==> src/rtl/addsub_pkg.sv <==
// Shared constants, flag bundle and flag helper for the pipelined adder/subtractor.
package addsub_pkg;

    localparam logic OP_ADD = 1'b0;
    localparam logic OP_SUB = 1'b1;

    typedef struct packed {
        logic cout;
        logic overflow;
        logic zero;
    } flags_t;

    // Two's-complement overflow: like-signed operands giving an opposite-signed result.
    function automatic logic signed_ovf(input logic a_msb, input logic b_msb, input logic s_msb);
        return (a_msb == b_msb) && (s_msb != a_msb);
    endfunction

endpackage

==> src/rtl/addsub_pipe_if.sv <==
// Operand/result handshake bundle between the ALU operand registers, addsub_pipe and writeback.
interface addsub_pipe_if #(
    parameter int WIDTH = 32
);

    logic             in_valid;
    logic             in_ready;
    logic [WIDTH-1:0] a;
    logic [WIDTH-1:0] b;
    logic             cin;
    logic             sub;
    logic             out_valid;
    logic             out_ready;
    logic [WIDTH-1:0] sum;
    logic             cout;
    logic             overflow;
    logic             zero;

    modport master (
        output in_valid, a, b, cin, sub, out_ready,
        input  in_ready, out_valid, sum, cout, overflow, zero
    );

    modport slave (
        input  in_valid, a, b, cin, sub, out_ready,
        output in_ready, out_valid, sum, cout, overflow, zero
    );

endinterface

==> src/rtl/add_chunk.sv <==
// Combinational W-bit ripple-carry adder; one instance per pipeline stage of addsub_pipe.
module add_chunk #(
    parameter int W = 8
) (
    input  logic [W-1:0] a,
    input  logic [W-1:0] b,
    input  logic         ci,
    output logic [W-1:0] s,
    output logic         co
);

    logic [W:0] c;

    always_comb begin
        c    = '0;
        s    = '0;
        c[0] = ci;
        for (int i = 0; i < W; i++) begin
            s[i]   = a[i] ^ b[i] ^ c[i];
            c[i+1] = (a[i] & b[i]) | (c[i] & (a[i] ^ b[i]));
        end
    end

    assign co = c[W];

endmodule

==> src/rtl/addsub_pipe.sv <==
// Pipelined WIDTH-bit adder/subtractor: one CHUNK-bit carry-chained slice per stage,
// with a single global advance enable so the whole pipe stalls together under backpressure.
module addsub_pipe
    import addsub_pkg::*;
#(
    parameter int WIDTH  = 32,
    parameter int STAGES = 4
) (
    input  logic         clk,
    input  logic         rst_n,
    addsub_pipe_if.slave bus
);

    localparam int CHUNK = WIDTH / STAGES;

    logic             en;
    logic [WIDTH-1:0] b_eff;
    logic             c0;
    logic             vld_out;
    logic [WIDTH-1:0] sum_q;
    flags_t           flags_q;

    assign en           = !vld_out || bus.out_ready;
    assign bus.in_ready = en;

    assign b_eff = (bus.sub == OP_SUB) ? ~bus.b   : bus.b;
    assign c0    = (bus.sub == OP_SUB) ? ~bus.cin : bus.cin;

    for (genvar k = 0; k < STAGES; k++) begin : g_stg
        // Remaining unprocessed b_eff chunks (k..STAGES-1) entering this stage.
        localparam int YW = WIDTH - k * CHUNK;

        logic [WIDTH-1:0] xi;
        logic [WIDTH-1:0] xo;
        logic [YW-1:0]    yi;
        logic             ci;
        logic             vi;
        logic [CHUNK-1:0] s;
        logic             co;

        if (k == 0) begin : g_head
            assign xi = bus.a;
            assign yi = b_eff;
            assign ci = c0;
            assign vi = bus.in_valid;
        end else begin : g_link
            assign xi = g_stg[k-1].g_mid.x_p;
            assign yi = g_stg[k-1].g_mid.y_p;
            assign ci = g_stg[k-1].g_mid.carry_p;
            assign vi = g_stg[k-1].g_mid.vld_p;
        end

        add_chunk #(.W(CHUNK)) u_add (
            .a  (xi[k*CHUNK +: CHUNK]),
            .b  (yi[CHUNK-1:0]),
            .ci (ci),
            .s  (s),
            .co (co)
        );

        // x word carries finished sum chunks below and untouched a chunks above.
        always_comb begin
            xo                     = xi;
            xo[k*CHUNK +: CHUNK]   = s;
        end

        if (k < STAGES - 1) begin : g_mid
            logic             vld_p;
            logic             carry_p;
            logic [WIDTH-1:0] x_p;
            logic [YW-CHUNK-1:0] y_p;

            // ---- stage k register boundary ----
            always_ff @(posedge clk or negedge rst_n) begin
                if (!rst_n) begin
                    vld_p <= 1'b0;
                end else if (en) begin
                    vld_p <= vi;
                end
            end

            always_ff @(posedge clk) begin
                if (en) begin
                    x_p     <= xo;
                    y_p     <= yi[YW-1:CHUNK];
                    carry_p <= co;
                end
            end
        end else begin : g_tail
            // ---- final stage register boundary: result and flags ----
            always_ff @(posedge clk or negedge rst_n) begin
                if (!rst_n) begin
                    vld_out <= 1'b0;
                    sum_q   <= '0;
                    flags_q <= '0;
                end else if (en) begin
                    vld_out          <= vi;
                    sum_q            <= xo;
                    flags_q.cout     <= co;
                    flags_q.overflow <= signed_ovf(xi[WIDTH-1], yi[YW-1], xo[WIDTH-1]);
                    flags_q.zero     <= ~|xo;
                end
            end
        end
    end

    assign bus.out_valid = vld_out;
    assign bus.sum       = sum_q;
    assign bus.cout      = flags_q.cout;
    assign bus.overflow  = flags_q.overflow;
    assign bus.zero      = flags_q.zero;

endmodule

==> src/flat_wrapper.sv <==
// flat-port wrapper written by rule: the top's interface ports become plain ports
module addsub_pipe_flat import addsub_pkg::*;
#(
    parameter int WIDTH  = 32,
    parameter int STAGES = 4
)
  (clk, rst_n, bus_in_valid, bus_a, bus_b, bus_cin, bus_sub, bus_out_ready, bus_in_ready, bus_out_valid, bus_sum, bus_cout, bus_overflow, bus_zero);
  addsub_pipe_if #(.WIDTH(WIDTH)) bus_i ();
  input  logic clk;
  input  logic rst_n;
  input wire logic [$bits(bus_i.in_valid)-1:0] bus_in_valid;
  input wire logic [$bits(bus_i.a)-1:0] bus_a;
  input wire logic [$bits(bus_i.b)-1:0] bus_b;
  input wire logic [$bits(bus_i.cin)-1:0] bus_cin;
  input wire logic [$bits(bus_i.sub)-1:0] bus_sub;
  input wire logic [$bits(bus_i.out_ready)-1:0] bus_out_ready;
  output wire logic [$bits(bus_i.in_ready)-1:0] bus_in_ready;
  output wire logic [$bits(bus_i.out_valid)-1:0] bus_out_valid;
  output wire logic [$bits(bus_i.sum)-1:0] bus_sum;
  output wire logic [$bits(bus_i.cout)-1:0] bus_cout;
  output wire logic [$bits(bus_i.overflow)-1:0] bus_overflow;
  output wire logic [$bits(bus_i.zero)-1:0] bus_zero;
  assign bus_i.in_valid = bus_in_valid;
  assign bus_i.a = bus_a;
  assign bus_i.b = bus_b;
  assign bus_i.cin = bus_cin;
  assign bus_i.sub = bus_sub;
  assign bus_i.out_ready = bus_out_ready;
  assign bus_in_ready = bus_i.in_ready;
  assign bus_out_valid = bus_i.out_valid;
  assign bus_sum = bus_i.sum;
  assign bus_cout = bus_i.cout;
  assign bus_overflow = bus_i.overflow;
  assign bus_zero = bus_i.zero;
  addsub_pipe #(.WIDTH(WIDTH), .STAGES(STAGES)) u_core (.clk(clk), .rst_n(rst_n), .bus(bus_i));
endmodule
==> config.mk <==
export PLATFORM = sky130hd
export DESIGN_NAME = addsub_pipe_flat
export DESIGN_NICKNAME = d
export VERILOG_FILES = /design/src/rtl/addsub_pkg.sv /design/src/rtl/addsub_pipe_if.sv /design/src/rtl/add_chunk.sv /design/src/rtl/addsub_pipe.sv /design/src/flat_wrapper.sv
export SDC_FILE = /design/constraint.sdc
export NUM_CORES = 1
export LEC_CHECK = 0
export BUFFER_PORTS_ARGS = -buffer_cell sky130_fd_sc_hd__buf_2
export CAP_MARGIN = 0
export CORE_ASPECT_RATIO = 1.75
export CORE_UTILIZATION = 49
export DETAILED_ROUTE_END_ITERATION = 12
export GPL_ROUTABILITY_DRIVEN = 1
export PLACE_DENSITY = 0.82
export REMOVE_ABC_BUFFERS = 1
export SLEW_MARGIN = 10
export SYNTH_ARGS = -nofsm -noshare
export SYNTH_HDL_FRONTEND = slang
export SYNTH_SLANG_ARGS = --single-unit
==> constraint.sdc <==
create_clock -name clk -period 4.9 [get_ports clk]
set_input_delay 0.245 -clock clk [delete_from_list [all_inputs] [get_ports clk]]
set_output_delay 0.245 -clock clk [all_outputs]
set_load 0.01 [all_outputs]
==> results.sh <==
export IMPL_critPathMaxFanout=3
export IMPL_clkTransAtPathRegs_ns=0.06
export IMPL_grt_ovfl_total=0
export IMPL_hold_depth=1
export IMPL_boundaryPins=107
export IMPL_hold_end="u_core.g_stg[0].g_mid.x_p[27]"
export IMPL_hold_slack_ns=0.0254
export IMPL_seq_area_frac_synth_pct=74.6
export IMPL_async_reset_ff_share_pct=21.0
export IMPL_synth_warnings=0
export IMPL_slew_viol_final=0
export IMPL_crit_path_end_kind="flip-flop"
export IMPL_power_leakage_nw=3.59
export IMPL_worst_pin_slew_ns=0.963
export IMPL_drt_iter0_drc=164
export IMPL_rsz0062_at_grt="no"
export IMPL_routed_via_density=4.54
export IMPL_worstSetupPathType="flip-flop to flip-flop"
export IMPL_critPathSlowestCell="fa_1"
export IMPL_synth_top_family_by_area="adder cells"
export IMPL_dieArea_mm2=0.0153
export IMPL_fin_skew_ns=0.0106
export IMPL_clk_latency_ns=0.41
export IMPL_relSlewSlack_pct=35.8
export IMPL_worst_path_buf_inv=5
export IMPL_rows=58
export IMPL_hpwlAfterDp_um=7170
export IMPL_power_density_mw_per_mm2=583
export IMPL_synth_area_leader_cell="edfxtp_1"
export IMPL_ys_ff_latch=186
export IMPL_die_h_um=163
export IMPL_critPathRequiredTime_ns=5.22
export IMPL_synthesis_instances=365
export IMPL_syn_area_per_cell_um2=19.8
export IMPL_min_from="bus_a[27]"
export IMPL_synth_top_area_share_pct=61.1
export IMPL_diodes=0
export IMPL_ys_types=22
export IMPL_synth_enable_flop_cells=147
export IMPL_r2r_cells=16
export IMPL_clockRootBuffer="clkbuf_16"
export IMPL_critPathArrivalTime_ns=4.60
export IMPL_synth_adder_area_share_pct=9.04
export IMPL_syn2layout_area_growth_pct=20.0
export IMPL_muxShareOfSynthArea_pct=6.34
export IMPL_num_vias=3166
export IMPL_cts_buffers=17
export IMPL_core_area_mm2=0.0144
export IMPL_synthSimpleGateAreaFrac_pct=1.56
export IMPL_max_freq_mhz=233
export IMPL_r2r_slack_ns=0.62
export IMPL_setup_violations=0
export IMPL_die_x_um=93.8
export IMPL_synth_area_leaders="edfxtp_1 61%, dfrtp_1 14%, fa_1 8.9%"
export IMPL_grt_first_pass_wirelength_um=16400
export IMPL_crit_top_cell="fa_1"
export IMPL_finalHoldViolCount=0
export IMPL_wl_um=10100
export IMPL_max_cap_viol_count=0
export IMPL_status="complete, no violations"
export IMPL_cpLargestDelayFamily="adder cells"
export IMPL_syn_area_mm2=0.00722
export IMPL_drc=0
export IMPL_ys_flop_type="edfxtp_1"
export IMPL_cts_resized=0
export IMPL_grt_pass1_vias=3322
export IMPL_hold_class="input pin to flip-flop"
export IMPL_post_route_period_util_pct=87.4
export IMPL_clock_sinks=186
export IMPL_grt_max_degree=117
export IMPL_place_congestion=0.693
export IMPL_htreeDepth=4
export IMPL_antenna_left=0
export IMPL_synthTopCellsByCount="147 x edfxtp_1, 47 x inv_1, 39 x dfrtp_1"
export IMPL_synth_most_common_cell="edfxtp_1"
export IMPL_dr_pass1_iters=5
export IMPL_max_vdd_ir_drop_uv=278
export IMPL_cts_tree="built"
export IMPL_wire_per_inst_um=14.5
export IMPL_crit_path_cell_trace="inv_1 > fa_1 > inv_1 > fa_1 > fa_1 > fa_1 > inv_1 > fa_1 > inv_1 > fa_1 > fa_1 > inv_1 > fa_1 > nor4b_1 > nand4_1 > o31ai_2"
export IMPL_r2r_end="u_core.bus.zero"
export IMPL_initial_core_util_pct=50.3
export IMPL_finalNetCount=609
export IMPL_synth_compound_area_share_pct=0.554
export IMPL_cp_start_kind="flip-flop"
export IMPL_synth_xor_area_share_pct=4.12
export IMPL_fin_setup_tns_ns=0
export IMPL_clk_path_buf_depth=2
export IMPL_period_minus_slack_ns=4.28
export IMPL_drive_gt1_share_pct=33.5
export IMPL_track_usage_pct=14.6
export IMPL_reg2reg_from="u_core.g_stg[2].g_mid.carry_p"
export IMPL_port_buffers=106
export IMPL_critical_path_max_stage_delay_ns=0.48
export IMPL_antenna_found_initial=0
[sequential cells by signal (all words and copies together) (netlist names)]
name and cells:
u_core.bus.out_valid 1, u_core.g_stg.g_mid.carry_p 3, u_core.bus.zero 1, u_core.g_stg.g_mid.y_p 48, u_core.bus.sum 32, u_core.g_stg.g_mid.x_p 96, u_core.bus.overflow 1, u_core.bus.cout 1
u_core.g_stg.g_mid.vld_p 3
[worst register-to-register path, cell delays in order (launching register included)]
cell and delay, ns:
edfxtp_1 0.37, inv_1 0.09, fa_1 0.17, inv_1 0.06, fa_1 0.48, fa_1 0.47
fa_1 0.43, inv_1 0.09, fa_1 0.18, inv_1 0.06, fa_1 0.45, fa_1 0.42
inv_1 0.08, fa_1 0.22, nor4b_1 0.25, nand4_1 0.15, o31ai_2 0.23
[how the worst max path moves through the flow]
stage                                  start                             to  slack (ns)  cells past startpoint
2_1_floorplan           u_core.bus.out_valid  u_core.g_stg[0].g_mid.carry_p        0.54                      2
3_3_place_gp    u_core.g_stg[2].g_mid.y_p[0]                u_core.bus.zero        0.71                     16
4_1_cts         u_core.g_stg[2].g_mid.y_p[0]                u_core.bus.zero        0.57                     16
6_report       u_core.g_stg[2].g_mid.carry_p                u_core.bus.zero        0.62                     16
3_5_place_dp    u_core.g_stg[2].g_mid.y_p[0]                u_core.bus.zero        0.60                     16
5_1_grt        u_core.g_stg[2].g_mid.carry_p                u_core.bus.zero        0.40                     16
[cell usage in the layout (no fill, tap or decap), types with 2 or more instances in the layout]
cell           instances
nor4_1                 5
edfxtp_1             147
nand4_1                2
mux2_2                 6
xnor2_1                7
dfrtp_1               39
mux2_4                26
dlygate4sd3_1         22
fa_1                  32
buf_4                  3
clkbuf_16             17
clkinvlp_4             4
clkinv_2               3
o21ai_0                4
clkinv_4               3
nand2_1                6
xor2_1                27
buf_2                106
inv_1                 46
nor4b_1                3
[cell families (layout without fill, tap and decap cells)]
| logic type | Yosys count | after routing |
|---|---|---|
| buffers and inverters | 56 | 208 |
| AND/OR/NAND/NOR | 18 | 18 |
| adder cells (fa/ha/maj) | 33 | 33 |
| flip-flops | 186 | 186 |
| AO/OA/AOI/OAI | 6 | 6 |
| XOR/XNOR | 34 | 34 |
| multiplexers | 32 | 32 |
[timing repair]
item,CTS,global route
setup buffers,0,0
hold buffers,22,0
endpoints found under the hold margin,60,0
[power by group]
part	total (mW)	internal, mW	switching [mW]
Clock	1.22	0.691	0.534
Combinational	1.16	0.578	0.582
Sequential	2.67	2.43	0.240
[cell type report]
| class | count | area [um2] |
|---|---|---|
| multi-input combinational | 123 | 1560 |
| clock inverter | 12 | 105 |
| sequential | 186 | 5390 |
| inverter | 47 | 181 |
| fill | 1058 | 5700 |
| tap | 180 | 225 |
| clock buffer | 18 | 429 |
| timing repair buffer | 131 | 773 |
[routing by layer]
layer	global-route usage (%)	share of wire, %	up-vias
met3	3.17	3.2	20
met2	25.4	56	85
li1	-	-	1547
met4	7.69	2.1	0
met1	16.7	39	1514
met5	0	0	-
[metrics by stage]
step,utilization [%],cells,power (mW),area (um2),setup slack (ns)
3_3_place_gp,55.1,645,3.80,7910,0.714
4_1_cts,60.3,697,5.13,8670,0.570
5_1_grt,60.3,697,5.35,8670,0.398
6_report,60.3,697,5.05,8670,0.617
2_1_floorplan,-,356,3.44,7130,0.541
3_5_place_dp,55.1,645,3.89,7910,0.598
No activity file was read; power rests on OpenSTA's default activity.
